`config.mk`:
```
export PLATFORM = sky130hd
export DESIGN_NAME = dmem_arbiter
export DESIGN_NICKNAME = d
export VERILOG_FILES = /design/src/rtl/dmem_arbiter.sv
export SDC_FILE = /design/constraint.sdc
export NUM_CORES = 1
export LEC_CHECK = 0
export ABC_AREA = 1
export BUFFER_PORTS_ARGS = -buffer_cell sky130_fd_sc_hd__buf_2
export CELL_PAD_IN_SITES_DETAIL_PLACEMENT = 2
export CELL_PAD_IN_SITES_GLOBAL_PLACEMENT = 2
export CORE_MARGIN = 2
export CORE_UTILIZATION = 24
export CTS_CLUSTER_DIAMETER = 120
export DETAILED_ROUTE_END_ITERATION = 10
export PLACE_DENSITY_LB_ADDON = 0.08
export SLEW_MARGIN = 10
export SYNTH_ARGS = -nofsm -noshare
export SYNTH_HDL_FRONTEND = slang
export SYNTH_SLANG_ARGS = --single-unit
export TNS_END_PERCENT = 1
```
`constraint.sdc`:
```
create_clock -name clk_i -period 1.75 [get_ports clk_i]
set_input_delay 0.0875 -clock clk_i [delete_from_list [all_inputs] [get_ports clk_i]]
set_output_delay 0.0875 -clock clk_i [all_outputs]
set_load 0.02 [all_outputs]
```
`src/rtl/dmem_arbiter.sv`:
```
// Single-port data memory arbiter: CPU has fixed priority, DMA gets a starvation guard.
// Define DMEM_ARB_PERF_EN to add the stall_cyc_o / dma_xfer_o performance counters.
module dmem_arbiter #(
    parameter int unsigned ADDR_W     = 32,
    parameter int unsigned DATA_W     = 32,
    parameter int unsigned MEM_LAT    = 1,
    parameter int unsigned STARVE_LIM = 4
) (
    input  logic              clk_i,
    input  logic              rst_i,
    input  logic              cpu_req_i,
    input  logic              cpu_we_i,
    input  logic [ADDR_W-1:0] cpu_addr_i,
    input  logic [DATA_W-1:0] cpu_wdata_i,
    output logic [DATA_W-1:0] cpu_rdata_o,
    output logic              cpu_done_o,
    output logic              cpu_stall_o,
    input  logic              dma_req_i,
    input  logic              dma_we_i,
    input  logic [ADDR_W-1:0] dma_addr_i,
    input  logic [DATA_W-1:0] dma_wdata_i,
    output logic [DATA_W-1:0] dma_rdata_o,
    output logic              dma_done_o,
    output logic              mem_en_o,
    output logic              mem_we_o,
    output logic [ADDR_W-1:0] mem_addr_o,
    output logic [DATA_W-1:0] mem_wdata_o,
    input  logic [DATA_W-1:0] mem_rdata_i
`ifdef DMEM_ARB_PERF_EN
    ,
    output logic [31:0]       stall_cyc_o,
    output logic [31:0]       dma_xfer_o
`endif
);

    localparam int unsigned LAT_W = (MEM_LAT > 1) ? $clog2(MEM_LAT) : 1;
    localparam int unsigned STV_W = (STARVE_LIM > 0) ? $clog2(STARVE_LIM + 1) : 1;
    localparam logic [LAT_W-1:0] LAT_INIT = LAT_W'(MEM_LAT - 1);
    localparam logic [STV_W-1:0] STV_MAX  = STV_W'(STARVE_LIM);

    typedef enum logic [1:0] {ST_IDLE, ST_BUSY, ST_DONE} state_e;
    typedef enum logic {OWN_CPU, OWN_DMA} owner_e;

    state_e            state_q, state_d;
    owner_e            owner_q, owner_d;
    logic [LAT_W-1:0]  lat_cnt_q, lat_cnt_d;
    logic [STV_W-1:0]  starve_cnt_q, starve_cnt_d;
    logic              we_q, we_d;
    logic [ADDR_W-1:0] addr_q, addr_d;
    logic [DATA_W-1:0] wdata_q, wdata_d;
    logic [DATA_W-1:0] cpu_rdata_q, cpu_rdata_d;
    logic [DATA_W-1:0] dma_rdata_q, dma_rdata_d;
    logic              grant_dma;

    always_comb begin
        state_d      = state_q;
        owner_d      = owner_q;
        lat_cnt_d    = lat_cnt_q;
        starve_cnt_d = starve_cnt_q;
        we_d         = we_q;
        addr_d       = addr_q;
        wdata_d      = wdata_q;
        cpu_rdata_d  = cpu_rdata_q;
        dma_rdata_d  = dma_rdata_q;
        grant_dma    = 1'b0;

        case (state_q)
            ST_IDLE: begin
                if (cpu_req_i || dma_req_i) begin
                    // DMA wins when alone, or when the CPU has held it off STARVE_LIM times
                    grant_dma = dma_req_i &&
                                (!cpu_req_i || (STARVE_LIM != 0 && starve_cnt_q == STV_MAX));
                    owner_d   = grant_dma ? OWN_DMA : OWN_CPU;
                    we_d      = grant_dma ? dma_we_i : cpu_we_i;
                    addr_d    = grant_dma ? dma_addr_i : cpu_addr_i;
                    wdata_d   = grant_dma ? dma_wdata_i : cpu_wdata_i;
                    lat_cnt_d = LAT_INIT;
                    if (grant_dma || !dma_req_i) begin
                        starve_cnt_d = '0;
                    end else if (starve_cnt_q != STV_MAX) begin
                        starve_cnt_d = starve_cnt_q + 1'b1;
                    end
                    state_d = ST_BUSY;
                end
            end
            ST_BUSY: begin
                if (lat_cnt_q == '0) begin
                    if (owner_q == OWN_DMA) begin
                        dma_rdata_d = mem_rdata_i;
                    end else begin
                        cpu_rdata_d = mem_rdata_i;
                    end
                    state_d = ST_DONE;
                end else begin
                    lat_cnt_d = lat_cnt_q - 1'b1;
                end
            end
            ST_DONE: state_d = ST_IDLE;
            default: state_d = ST_IDLE;
        endcase
    end

    always_ff @(posedge clk_i) begin
        if (rst_i) begin
            state_q      <= ST_IDLE;
            owner_q      <= OWN_CPU;
            lat_cnt_q    <= '0;
            starve_cnt_q <= '0;
            we_q         <= 1'b0;
            addr_q       <= '0;
            wdata_q      <= '0;
            cpu_rdata_q  <= '0;
            dma_rdata_q  <= '0;
        end else begin
            state_q      <= state_d;
            owner_q      <= owner_d;
            lat_cnt_q    <= lat_cnt_d;
            starve_cnt_q <= starve_cnt_d;
            we_q         <= we_d;
            addr_q       <= addr_d;
            wdata_q      <= wdata_d;
            cpu_rdata_q  <= cpu_rdata_d;
            dma_rdata_q  <= dma_rdata_d;
        end
    end

    always_comb begin
        mem_en_o    = (state_q == ST_BUSY);
        mem_we_o    = (state_q == ST_BUSY) && we_q;
        mem_addr_o  = addr_q;
        mem_wdata_o = wdata_q;
        cpu_done_o  = (state_q == ST_DONE) && (owner_q == OWN_CPU);
        dma_done_o  = (state_q == ST_DONE) && (owner_q == OWN_DMA);
        cpu_rdata_o = cpu_rdata_q;
        dma_rdata_o = dma_rdata_q;
        cpu_stall_o = cpu_req_i && !cpu_done_o;
    end

`ifdef DMEM_ARB_PERF_EN
    logic [31:0] stall_cyc_q, stall_cyc_d;
    logic [31:0] dma_xfer_q, dma_xfer_d;

    always_comb begin
        stall_cyc_d = stall_cyc_q;
        dma_xfer_d  = dma_xfer_q;
        if (cpu_stall_o) begin
            stall_cyc_d = stall_cyc_q + 32'd1;
        end
        if (dma_done_o) begin
            dma_xfer_d = dma_xfer_q + 32'd1;
        end
    end

    always_ff @(posedge clk_i) begin
        if (rst_i) begin
            stall_cyc_q <= '0;
            dma_xfer_q  <= '0;
        end else begin
            stall_cyc_q <= stall_cyc_d;
            dma_xfer_q  <= dma_xfer_d;
        end
    end

    assign stall_cyc_o = stall_cyc_q;
    assign dma_xfer_o  = dma_xfer_q;
`endif

endmodule
```
# Word-level counts from Yosys, hierarchy flattened
# Cells that the tools add are included.
# W data, S select, Z words.
# word_totals
ff_bits	136
output_inout_bits	133
# op_classes
add_sub_neg	2
eq_ne	6
reduce_logical	20
bitwise	2
n_mux	12
# ops
cell	n
$mux W32	2
$reduce_and A3 Y1	3
$mux W3	2
$reduce_and A2 Y1	3
$logic_and A1 B1 Y1	5
$mux W1	4
$mux W2	2
$ne A2 B2 Y1 const B	2
$pmux W2 S2	1
$reduce_bool A2 Y1	2
$add A3 B1 Y3 const B	1
$eq A3 B3 Y1 const B	1
$logic_not A1 Y1	3
$logic_or A1 B1 Y1	3
$ne A3 B3 Y1 const B	1
$eq A2 B1 Y1 const B	1
$eq A2 B2 Y1 const B	1
$logic_not A2 Y1	1
$not A1 Y1	2
$pmux W1 S2	1
$sub A1 B1 Y1 const B	1

# Depth between registers and ports, before layout
# depth
depth_word	6
depth_mapped	10
mapped_depth_nobuf	8

# Worst setup path before layout
# Ideal clock, no wire load.
# synth_path
path_type	register to output
startpoint	register state_q[0]
endpoint	output port mem_we_o
slack_ns	0.349
t_required_ns	1.662
path_stages_with_launch	6
arrival_time_ns	1.313
n_path_buf	1
cell_sequence	dfxtp_1 -> inv_1 -> nor2_2 -> buf_1 -> inv_1 -> nor2_1
# synth_via
elab_chain_len	2
# synth_rtl
item	line_no	text
start: declaration	44	state_e state_q, state_d;
start signal: assignment	115	state_q <= state_d;
$eq A2 B1 Y1	n/a	
net mem_en_o	24	output logic mem_en_o,
$logic_and A1 B1 Y1	129	mem_we_o = (state_q == ST_BUSY) && we_q;
end: declaration	25	output logic mem_we_o,
# The timed path passes the listed nets, and every way through them passes these cells.

# Worst setup path in the final report
# layout_path
startpoint	register owner_q
endpoint	output port dma_done_o
# layout_via
elab_chain_len	1
# layout_rtl
item	line_no	text
start: declaration	45	owner_e owner_q, owner_d;
start signal: assignment	116	owner_q <= owner_d;
$logic_and A1 B1 Y1	133	dma_done_o = (state_q == ST_DONE) && (owner_q == OWN_DMA);
end: declaration	23	output logic dma_done_o,
# No other way between the ends.

==> impl_metrics.toml <==
[worst_setup_path]
reg2reg_to = "mem_addr_o[22]"
reg2reg_slack_ns = 0.20
cp.required_ns = 1.66
worstReg2RegStart = "starve_cnt_q[0]"
crit_start = "owner_q"
crit_arrival_ns = 1.51
r2r_cells = 9
setup.worst_path.end = "dma_done_o"
critPathKind = "reg -> out"
path_max_fanout = 20
end_kind = "output port"
start_kind = "flip-flop"

[die]
core.rowCount = 58
io_pins = 299
core-area_um2 = 25000
die_h_um = 163
initial_core_util_pct = 24.3
die-width_um = 163
die_area_um2 = 26500

[sta]
rsz0062_at_grt = "yes"
finalMaxSlewViolations = 0
worst_pin_slew_ns = 0.758
finalSetupViolations = 0
finalSetupTns_ns = 0
fin_worst_skew_ns = 0.0148
relSlewSlack_pct = 49.5
timing.final.crit_share_pct = 91.4
fin_crit_ns = 1.60
fmax_mhz = 625
hold_violations = 0

[status]
status = "completed"

[clock_tree]
clock_latency_ns = 0.42
cts.htree.levels = 4
cts-root-buf = "clkbuf_16"
cts_tree = "yes"
numCtsBuffers = 17
clkTransAtPathRegs_ns = 0.07
cts_max_path_buffers = 2
cts.sinks = 135

[grt]
first_global_vias = 7446
track_usage_pct = 18.4
grt_start_max_net_pins = 69
grt_pass1_wl_um = 39100
overflow = 0
grt_antenna_before_repair = 4

[yosys]
netlist_area_um2 = 6050
synth_edf_count = 0
synth_cells = 843
avgSynthCellArea_um2 = 7.18
ys.flop_type = "dfxtp_1"
synthXorXnorAreaFrac_pct = 0
synth_compound_area_share_pct = 19.2
synth.area.top_cells = "dfxtp_1 45%, nand3_1 11%, nor2_1 8.9%"
ys_seq_area_share_pct = 44.6
yosysWarningCount = 0
synthMuxAreaShare_pct = 0
yosysMostFrequentCell = "nor2_1"
synth_top_area_share_pct = 44.6
synth_fp_nets = 1011
yosys.area_share.simple_pct = 28.8
async_reset_ff_share_pct = 0
synthAdderAreaFrac_pct = 0.413
synth.distinct_cells = 22
synth_commonest_cells = "143 x nor2_1, 138 x nand2_1, 135 x dfxtp_1, 131 x nand3_1, 66 x a21oi_1"
synth-seq-cells = 135
synth_top_family_by_area = "simple AND/OR/NAND/NOR gates"
synth_top_area_cell = "dfxtp_1"

[placement]
io_buffers = 298
dpl.cell_count = 1416
routabilityCongestion = 0.717
dpl.hpwl_um = 16500

[min_path]
hold_path_class = "in -> reg"

[power]
internal-power_uw = 6090
seqPwrFrac_pct = 38.0
power.density_nw_per_um2 = 978
p_clk_share_pct = 41.4
p_leak_uw = 0.00425
p_sw_uw = 2900
p_sw_share_pct = 32.3
vdd_drop_max_mv = 0.439
power_uw = 8990
combPwrFrac_pct = 20.5

[cells_and_area]
final_nets = 1348
area_growth_pct = 51.8
nFillCells = 2954
drive_gt1_share_pct = 30.3
instances_no_fill = 1525

[routing]
ant_nets = 0
routed_wl_um = 24500
wire_per_inst_um = 16.1
num_vias = 7050
drc_errors = 0
drt_iter0_markers = 215
viasPerCell = 4.62
first_pass_iters = 4

[job]
maxCapViolCount = 0
-- placed cells by master (no fill, tap or decap) --
master / n
o21ai_1: 7
inv_6: 3
clkbuf_16: 17
buf_6: 1
buf_4: 20
a21oi_1: 66
nand2_4: 1
inv_1: 9
clkinvlp_4: 1
a21boi_0: 55
dfxtp_1: 135
clkinv_8: 2
nor2_2: 1
inv_2: 2
clkinv_4: 2
a21boi_1: 10
inv_8: 6
buf_12: 5
ha_1: 2
bufinv_16: 1
nand4_1: 1
o21ai_0: 62
diode_2: 2
nand2_1: 138
dlygate4sd3_1: 73
buf_2: 297
nand3_1: 131
nor2_1: 143
nor2_4: 2
-- cell type report --
cell class	instances	area [um^2]	area share, %
clock buffers	17	425	4.63
multi-input cells	619	2950	32.0
diodes	2	5.00	0.0544
repair buffers	396	2480	27.0
flip-flops and latches	135	2700	29.4
well taps	330	413	4.49
clock inverters	15	181	1.97
inverters	11	41.3	0.449
-- critical path, stage by stage, from the launching register on --
cell and delay, ns:
dfxtp_1 0.32, inv_2 0.27, buf_6 0.26, nor2_1 0.09, buf_2 0.16
-- cells by family (layout without fill, tap and decap cells) --
| family | count (synthesis) | count (layout) |
|---|---|---|
| compound gates | 200 | 200 |
| fa+ha+maj | 2 | 2 |
| flops | 135 | 135 |
| other cells | 0 | 2 |
| buf+inv | 89 | 439 |
| simple gates | 417 | 417 |
-- registers in the layout (all words and copies together) (netlist names) --
signal	flops
dma_rdata_o	32
mem_addr_o	32
we_q	1
state_q	2
owner_q	1
starve_cnt_q	3
cpu_rdata_o	32
mem_wdata_o	32
-- how the worst min path moves through the flow --
stage,startpoint,endpoint,slack (ns),cells after the start
6_report,dma_wdata_i[10],mem_wdata_o[10],0.01,5
5_1_grt,dma_addr_i[19],mem_addr_o[19],0.03,5
2_1_floorplan,mem_rdata_i[0],cpu_rdata_o[0],0.25,2
3_3_place_gp,mem_rdata_i[30],dma_rdata_o[30],0.38,3
3_5_place_dp,mem_rdata_i[28],dma_rdata_o[28],0.38,3
4_1_cts,dma_addr_i[30],mem_addr_o[30],0.001,5
-- metrics by stage --
| stage | setup slack [ns] | util [%] | hold WS, ns | instance area (um^2) |
|---|---|---|---|---|
| floorplan | 0.349 | - | 0.252 | 6050 |
| global placement | 0.233 | 31.4 | 0.378 | 7830 |
| detailed placement | 0.159 | 31.4 | 0.377 | 7830 |
| CTS | 0.0594 | 36.8 | 0.00133 | 9180 |
| global route | -0.0210 | 36.8 | 0.0282 | 9190 |
| finish | 0.151 | 36.8 | 0.0146 | 9190 |
-- power groups by stage --
stage	clock (uW)	combinational, uW	sequential, uW
finish	3720	1850	3420
global route	4030	2060	3450
CTS	3890	1880	3420
detailed placement	0	1730	3490
global placement	0	1720	3480
floorplan	0	772	3760
-- routing by layer --
| metal | track usage, % | routed length [um] |
|---|---|---|
| met1 | 22.4 | 10900 |
| met2 | 31.2 | 11600 |
| met3 | 6.29 | 1770 |
| met4 | 4.22 | 208 |
| met5 | 0 | 44 |
-- repair_timing --
item                                    4_1_cts  5_1_grt
setup buffers                                 2        0
hold buffers                                 73        0
resized for setup                             0        4
hold endpoints to repair                    105        0
endpoints found under the setup margin        1        9
pin swaps                                     1        0
No activity file was read; power rests on OpenSTA's default activity.
